### src/rtl/nand_xor_pkg.sv
// Shared definitions for the time-multiplexed NAND-based XOR scheduler.
//   state_t : FSM encoding. IDLE, then five NAND steps S1..S5, then DONE.
//   REQ0/1  : requester identifiers, used for owner and last-grant tracking.
package nand_xor_pkg;

  typedef enum logic [2:0] {
    IDLE = 3'd0,
    S1   = 3'd1,
    S2   = 3'd2,
    S3   = 3'd3,
    S4   = 3'd4,
    S5   = 3'd5,
    DONE = 3'd6
  } state_t;

  localparam logic REQ0 = 1'b0;
  localparam logic REQ1 = 1'b1;

endpackage

### src/rtl/nand_cell.sv
// W-bit two-input NAND cell, purely combinational. It is the only NAND
// operator in the scheduler and is reused on every step of the XOR network.
//   p, q : operands
//   y    : ~(p & q)
module nand_cell #(
  parameter int W = 8
) (
  input  logic [W-1:0] p,
  input  logic [W-1:0] q,
  output logic [W-1:0] y
);

  assign y = ~(p & q);

endmodule

### src/rtl/nand_xor_sched.sv
// Time-multiplexed W-bit XOR built from one shared NAND cell. The five-NAND
// XOR network is evaluated over states S1..S5; two requesters share the unit
// through a round-robin arbiter with a req/ack handshake.
//   clk, rst          : clock, synchronous active-high reset
//   req0, a0, b0      : requester 0 request level and operands
//   req1, a1, b1      : requester 1 request level and operands
//   ack0, ack1        : one-cycle pulse, operands captured (coincides with S1)
//   done0, done1      : one-cycle pulse, y valid (coincides with DONE)
//   y                 : result, zero outside DONE
//   busy              : high in every state except IDLE
module nand_xor_sched
  import nand_xor_pkg::*;
#(
  parameter int W = 8
) (
  input  logic         clk,
  input  logic         rst,
  input  logic         req0,
  input  logic [W-1:0] a0,
  input  logic [W-1:0] b0,
  input  logic         req1,
  input  logic [W-1:0] a1,
  input  logic [W-1:0] b1,
  output logic         ack0,
  output logic         ack1,
  output logic         done0,
  output logic         done1,
  output logic [W-1:0] y,
  output logic         busy
);

  state_t       state;
  logic [W-1:0] ra, rb, rna, rnb, rt1, rt2, ry;
  logic         owner;
  logic         last;
  logic         ack0_reg, ack1_reg, done0_reg, done1_reg;
  logic [W-1:0] y_reg;

  logic [W-1:0] cell_p, cell_q, cell_y;
  logic         grant_valid;
  logic         grant_id;

  // Input mux of the shared NAND cell; each state selects the operand pair
  // of its step in the XOR network. IDLE/DONE park it on ra,ra.
  always_comb begin
    cell_p = ra;
    cell_q = ra;
    case (state)
      S1: begin cell_p = ra;  cell_q = ra;  end
      S2: begin cell_p = rna; cell_q = rb;  end
      S3: begin cell_p = rb;  cell_q = rb;  end
      S4: begin cell_p = rnb; cell_q = ra;  end
      S5: begin cell_p = rt1; cell_q = rt2; end
      default: begin cell_p = ra; cell_q = ra; end
    endcase
  end

  nand_cell #(.W(W)) u_cell (
    .p(cell_p),
    .q(cell_q),
    .y(cell_y)
  );

  // Round-robin: a tie goes to the requester that was not granted last.
  always_comb begin
    grant_valid = req0 | req1;
    if (req0 && req1) grant_id = ~last;
    else if (req1)    grant_id = REQ1;
    else              grant_id = REQ0;
  end

  always_ff @(posedge clk) begin
    if (rst) begin
      state     <= IDLE;
      ra        <= '0;
      rb        <= '0;
      rna       <= '0;
      rnb       <= '0;
      rt1       <= '0;
      rt2       <= '0;
      ry        <= '0;
      owner     <= REQ0;
      last      <= REQ1;   // requester 0 wins the first tie
      ack0_reg  <= 1'b0;
      ack1_reg  <= 1'b0;
      done0_reg <= 1'b0;
      done1_reg <= 1'b0;
      y_reg     <= '0;
    end else begin
      // Pulses and y default low; set only on their single qualifying edge.
      ack0_reg  <= 1'b0;
      ack1_reg  <= 1'b0;
      done0_reg <= 1'b0;
      done1_reg <= 1'b0;
      y_reg     <= '0;
      case (state)
        IDLE: begin
          if (grant_valid) begin
            ra       <= (grant_id == REQ1) ? a1 : a0;
            rb       <= (grant_id == REQ1) ? b1 : b0;
            owner    <= grant_id;
            last     <= grant_id;
            ack0_reg <= (grant_id == REQ0);
            ack1_reg <= (grant_id == REQ1);
            state    <= S1;
          end
        end
        S1: begin rna <= cell_y; state <= S2; end
        S2: begin rt1 <= cell_y; state <= S3; end
        S3: begin rnb <= cell_y; state <= S4; end
        S4: begin rt2 <= cell_y; state <= S5; end
        S5: begin
          // The final NAND lands in ry and in the output register together,
          // so y is valid exactly in the DONE cycle.
          ry        <= cell_y;
          y_reg     <= cell_y;
          done0_reg <= (owner == REQ0);
          done1_reg <= (owner == REQ1);
          state     <= DONE;
        end
        DONE:    state <= IDLE;
        default: state <= IDLE;
      endcase
    end
  end

  assign ack0  = ack0_reg;
  assign ack1  = ack1_reg;
  assign done0 = done0_reg;
  assign done1 = done1_reg;
  assign y     = y_reg;
  assign busy  = (state != IDLE);

endmodule

### config.mk
export PLATFORM = sky130hd
export DESIGN_NAME = nand_xor_sched
export DESIGN_NICKNAME = d
export VERILOG_FILES = /design/src/rtl/nand_xor_pkg.sv /design/src/rtl/nand_cell.sv /design/src/rtl/nand_xor_sched.sv
export SDC_FILE = /design/constraint.sdc
export NUM_CORES = 1
export LEC_CHECK = 0
export ABC_AREA = 0
export BUFFER_PORTS_ARGS = -buffer_cell sky130_fd_sc_hd__buf_2
export CAP_MARGIN = 20
export CORE_AREA = 2 2 68 76
export CTS_BUF_LIST = sky130_fd_sc_hd__clkbuf_16
export DETAILED_ROUTE_END_ITERATION = 8
export DIE_AREA = 0 0 70 78
export PLACE_DENSITY = 0.74
export SLEW_MARGIN = 20
export SYNTH_ARGS = -nofsm -noshare
export SYNTH_HDL_FRONTEND = slang
export SYNTH_SLANG_ARGS = --single-unit
### constraint.sdc
create_clock -name clk -period 1.94 [get_ports clk]
set_input_delay 0.388 -clock clk [delete_from_list [all_inputs] [get_ports clk]]
set_output_delay 0.388 -clock clk [all_outputs]
set_load 0.005 [all_outputs]
* After elaboration in Yosys (flattened, before gate mapping)
Cells that the tools add are included.
Cells by class: equal/unequal tests 6, multiplexer cells 8, bitwise logic cells 9, reductions and logical operators 7
Operators with widths (count):
- 8-bit case mux with 4 select lines | 1
- 3-bit case mux with 6 select lines | 1
- 8-bit 2-to-1 mux | 2
- 8-bit case mux with 2 select lines | 1
- 8-bit AND | 1
- 8-bit NOT | 1
- 3-bit by 2-bit equality test with 1-bit output (second input constant) | 2
- 3-bit equality test (second input constant) | 2
- 1-bit NOT | 6
- 2-bit OR reduction | 2
- 3-bit by 1-bit equality test with 1-bit output (second input constant) | 1
- 3-bit zero test | 1
- 3-bit 2-to-1 mux | 1
- 3-bit nonzero test | 1
- 3-bit OR reduction | 1
- 1-bit 2-to-1 mux | 2
- 2-bit != test (second input constant) | 1
- 2-bit AND reduction | 1
- 1-bit logical AND | 1
- 1-bit OR | 1
Word-level totals: register bits after elaboration 65, input bits 36, output and inout bits 13, logic and storage cells 44

* Depth between registers and ports, before layout
word-level depth 5, gate-level depth with buffers 6, depth with buffers taken out 4

* Modules after synthesis
From an unflattened synthesis, not the netlist that was laid out.
Unflattened totals: cells, all modules 305, area total of the unflattened synthesis 2961.6 um^2
By module, submodules not included:
- nand_xor_sched | times used 1, cells each 297, area each 2931.6 um^2, seq. area each 1301.2 um^2
- nand_cell | times used 1, cells each 8, area each 30.0 um^2, seq. area each 0.0 um^2

* Worst setup path after synthesis
OpenSTA, ideal clock, no wires.
path kind register to register, start register state[2], end register ra[0], setup time 0.067 ns, arrival 1.428 ns, required time 1.873 ns, path slack 0.445 ns, stages on the path, launching flop included 6, buffers on the path 2, period minus slack after synthesis 1.495 ns, path through dfxtp_1 or3_4 or3_1 buf_6 buf_6 o21ai_2
On the way: longest elaborated chain between the ends 2
RTL lines:
- start: declaration | RTL line nand_xor_sched.sv:32 | state_t state;
- start signal: assignment | RTL line nand_xor_sched.sv:74 | state <= IDLE;
- start signal: assignment | RTL line nand_xor_sched.sv:105 | state <= S1;
- start signal: assignment | RTL line nand_xor_sched.sv:108 | S1: begin rna <= cell_y; state <= S2; end
- 3-bit zero test | RTL line nand_xor_sched.sv:96 | case (state)
- 2-bit AND reduction (no source line)
- end signal: assignment | RTL line nand_xor_sched.sv:99 | ra <= (grant_id == REQ1) ? a1 : a0;
- end: declaration | RTL line nand_xor_sched.sv:33 | logic [W-1:0] ra, rb, rna, rnb, rt1, rt2, ry;
No other way between the ends. A chain may end at the register's enable or synchronous reset.

* Worst setup path in the final report
start register state[2], end register owner
On the way: longest elaborated chain between the ends 2
RTL lines:
- 3-bit zero test | RTL line nand_xor_sched.sv:96
- 2-bit AND reduction (no source line)
- end signal: assignment | RTL line nand_xor_sched.sv:101 | owner <= grant_id;
- end: declaration | RTL line nand_xor_sched.sv:34 | logic owner;
No other way between the ends.

==> metrics.md <==
| Metric | Value |
|---|---|
| Initial antenna violation count | 0 |
| Power per cell area | approximately 1100 mW/mm^2 |
| Setup Fix Bufs, Post-CTS | 0 |
| Transition time of the tightest slew-check pin | 0.435 ns |
| Layout overhead on the synthesized area | 24.1% |
| Largest net degree at the start of global routing | 30 |
| Post-DP HPWL | between 3000 and 4000 um |
| Register-to-Register Path Depth | 5 |
| Critical-path top delay cell | or3_4 |
| Number of I/O pins | 49 |
| DIE HEIGHT | 78 um |
| Die Area | 0.00546 mm^2 |
| Leakage | 1.27 nW |
| Worst vdd rail ir drop | 0.698 mV |
| Setup repair after global routing missed its margin | false |
| Number of global-route vias before repair | approximately 1800 |
| Mapped Cells | 246 |
| Initial core utilization | 53.4% |
| Worst Setup Slack post-DPL | 0.306 ns |
| Number of buffers created by CTS | 9 |
| Max-cap viol count | 0 |
| Endpoints failing setup | 0 |
| Synth Cell Area | 0.00247 mm^2 |
| Synth unique cells | 33 |
| Synth Warn # | 0 |
| Number of nets produced by synthesis | 282 |
| Worst max-slew margin expressed relative to the limit | 70.6% |
| Die X | 70 um |
| Initial drt markers | 105 |
| Mean instance size in the synthesized netlist | 10.0 um^2 |
| Final antenna-violating net count | 0 |
| FILL cells | 382 |
| Max Slew Vio Count | 0 |
| Clock tree from TritonCTS | built |
| Top fanout value on the critical path | 17 |
| Total iterations of the first detailed-routing run | 4 |
| Cell type contributing the most total cell area after synthesis | dfxtp_1 |
| Cells resized by post-CTS repair | 0 |
| Clock root cell | clkbuf_16 |
| Site row count | 26 |
| Class of the tightest hold or removal check | input port to flop |
| Nature of the critical path startpoint | flop |
| Clock transition time at the flip-flop clock pins of the worst setup and hold paths | about 0.050 ns |
| Ratio of final minimum period to clock period | 85.9% |
| Via total after detailed routing | 1941 |
| Clock latency on the worst-skew pair | 0.32 ns |
| Cell-by-cell trace of the critical path | or3_4, or3_1, buf_4, nor2b_2, a21o_1 |
| Worst endpoint required time | 2.21 ns |
| Worst hold margin | 0.332 ns |
| Kind of critical path | flop to flop |
| Detail Route met2 WL | about 2200 um |
| Placed Instances | 343 |
| Time the final worst path needs with I/O delays and setup | between 1.5 and 2 ns |
| Drt total wl | roughly 4900 um |
| Total count of hold-check failures in the final report | 0 |
| Via/cell ratio | 5.41 |
| Final estimated routing congestion in global placement | 0.756 |
| Final WS setup | 0.273 ns |
| Arr. time, crit path | 1.93 ns |
| Worst hold path depth | 3 |
| Ranking of synthesized cells by area | dfxtp_1, mux2i_1, nor2_1 |
| Final antenna diode count | 0 |
| Combined global-route utilization of all metal layers | about 19% |
| Fraction of final layout cells sized beyond drive strength 1 | a little under a third |
| Proportion of netlist area held by the largest area contributor | approximately 53% |
| Wire length on met3 | around 230 um |
| H-tree Lvls | 3 |
| Summed negative setup slack over all endpoints | 0 ns |
| Achievable Freq | approximately 600 MHz |
| Share of the yosys chip area belonging to registers | 52.7% |
| Crit path largest cell delay | about 0.42 ns |
| Worst clock skew on the final layout | roughly 0.0053 ns |
| First-pass GRT wire length | between 8000 and 9000 um |
| #FFs+latches synth | 65 |
| Top layer used by detailed routing | met4 |
| # nets final | roughly 330 |
| GRT Residual Overflow | 0 |
| Total Power Consumption | between 3 and 4 mW |
| Number of buffers inserted for hold repair after clock tree synthesis | 0 |
| Placeable core region | 0.00462 mm^2 |
| Met1 Wirelength | approximately 2400 um |
| Critical Path Sink Type | flop |
| Post-route DRC | 0 |
| Post-Layout Cell Count | approximately 360 |
| Clock sink total | 65 |
| Buffers from clock root to sink, at most | 2 |
| IO buf count | 48 |
| Result of the run | completed |
| Routed wire per std cell | between 10 and 15 um |
## power by group
| group | total [mW] | switching [mW] | internal, mW |
|---|---|---|---|
| registers | 1.51 | 0.0751 | 1.44 |
| clock network | 1.63 | 0.529 | 1.10 |
| logic | 0.369 | 0.198 | 0.171 |
## kinds of logic after synthesis
kind of cell,after synthesis,synth area share [%]
AND/OR/NAND/NOR,73,13.8
AO/OA/AOI/OAI,65,20.0
flip-flops,65,52.7
buffers and inverters,22,4.92
multiplexers,21,8.62
## cell usage after synthesis, drive strengths merged
cell and count:
a2111oi 1, a211oi 16, a21boi 1, a21o 1
a21oi 4, a22oi 2, a311oi 16, a31oi 6
buf 13, clkbuf 5, dfxtp 65, inv 4
mux2 2, mux2i 19, nand2 17, nand2b 1
nand3 1, nand3b 1, nor2 41, nor2b 5
nor3b 3, nor4 1, o21ai 16, o21ba 1
o311ai 1, or2 1, or3 2
## final timing paths
path / startpoint / endpoint / slack [ns]
max: state[2] / owner / 0.27
min: a0[2] / ra[2] / 0.33
max reg2reg: state[2] / owner / 0.27
min reg2reg: rt2[4] / y[4] / 0.44
## worst max-delay path, delay by kind of cell, from the launching register on
family                 cells  cell delay [ns]
AOI/OAI and AO/OA          1             0.09
DFF                        1             0.36
buffers and inverters      1             0.22
and+or+nand+nor            3             0.94
## routing by layer
metal / vias up / track usage (%)
met5: - / 0
met4: 0 / 9.42
met3: 11 / 3.90
met2: 60 / 29.0
met1: 881 / 26.4
li1: 989 / -
## area by class of cell
class	instances	area, um^2	area share, %
clock buffer	9	225	7.35
clock inverter	7	80.1	2.61
inverter	4	15.0	0.490
multi-input combinational	159	1050	34.3
sequential	65	1300	42.5
tap	56	70.1	2.29
timing repair buffer	59	323	10.5
## placed cells by master, fill, tap and decap left out, drive strengths merged, types with 2 or more instances in the layout
cell and n:
nor3b 3, inv 8, buf 59, dfxtp 65
a311oi 16, a22oi 2, a31oi 6, bufinv 2
a21oi 4, nor2b 5, mux2 2, o21ai 16
mux2i 19, or3 2, a211oi 16, nor2 41
nand2 17, clkbuf 9
## stage by stage
stage | instance area [um^2] | utilization, %
6_report | 3060 | 66.3
5_1_grt | 3060 | 66.3
4_1_cts | 3060 | 66.3
3_5_place_dp | 2760 | 59.7
3_3_place_gp | 2760 | 59.7
2_1_floorplan | 2470 | -
No activity file was read; power rests on OpenSTA's default activity.
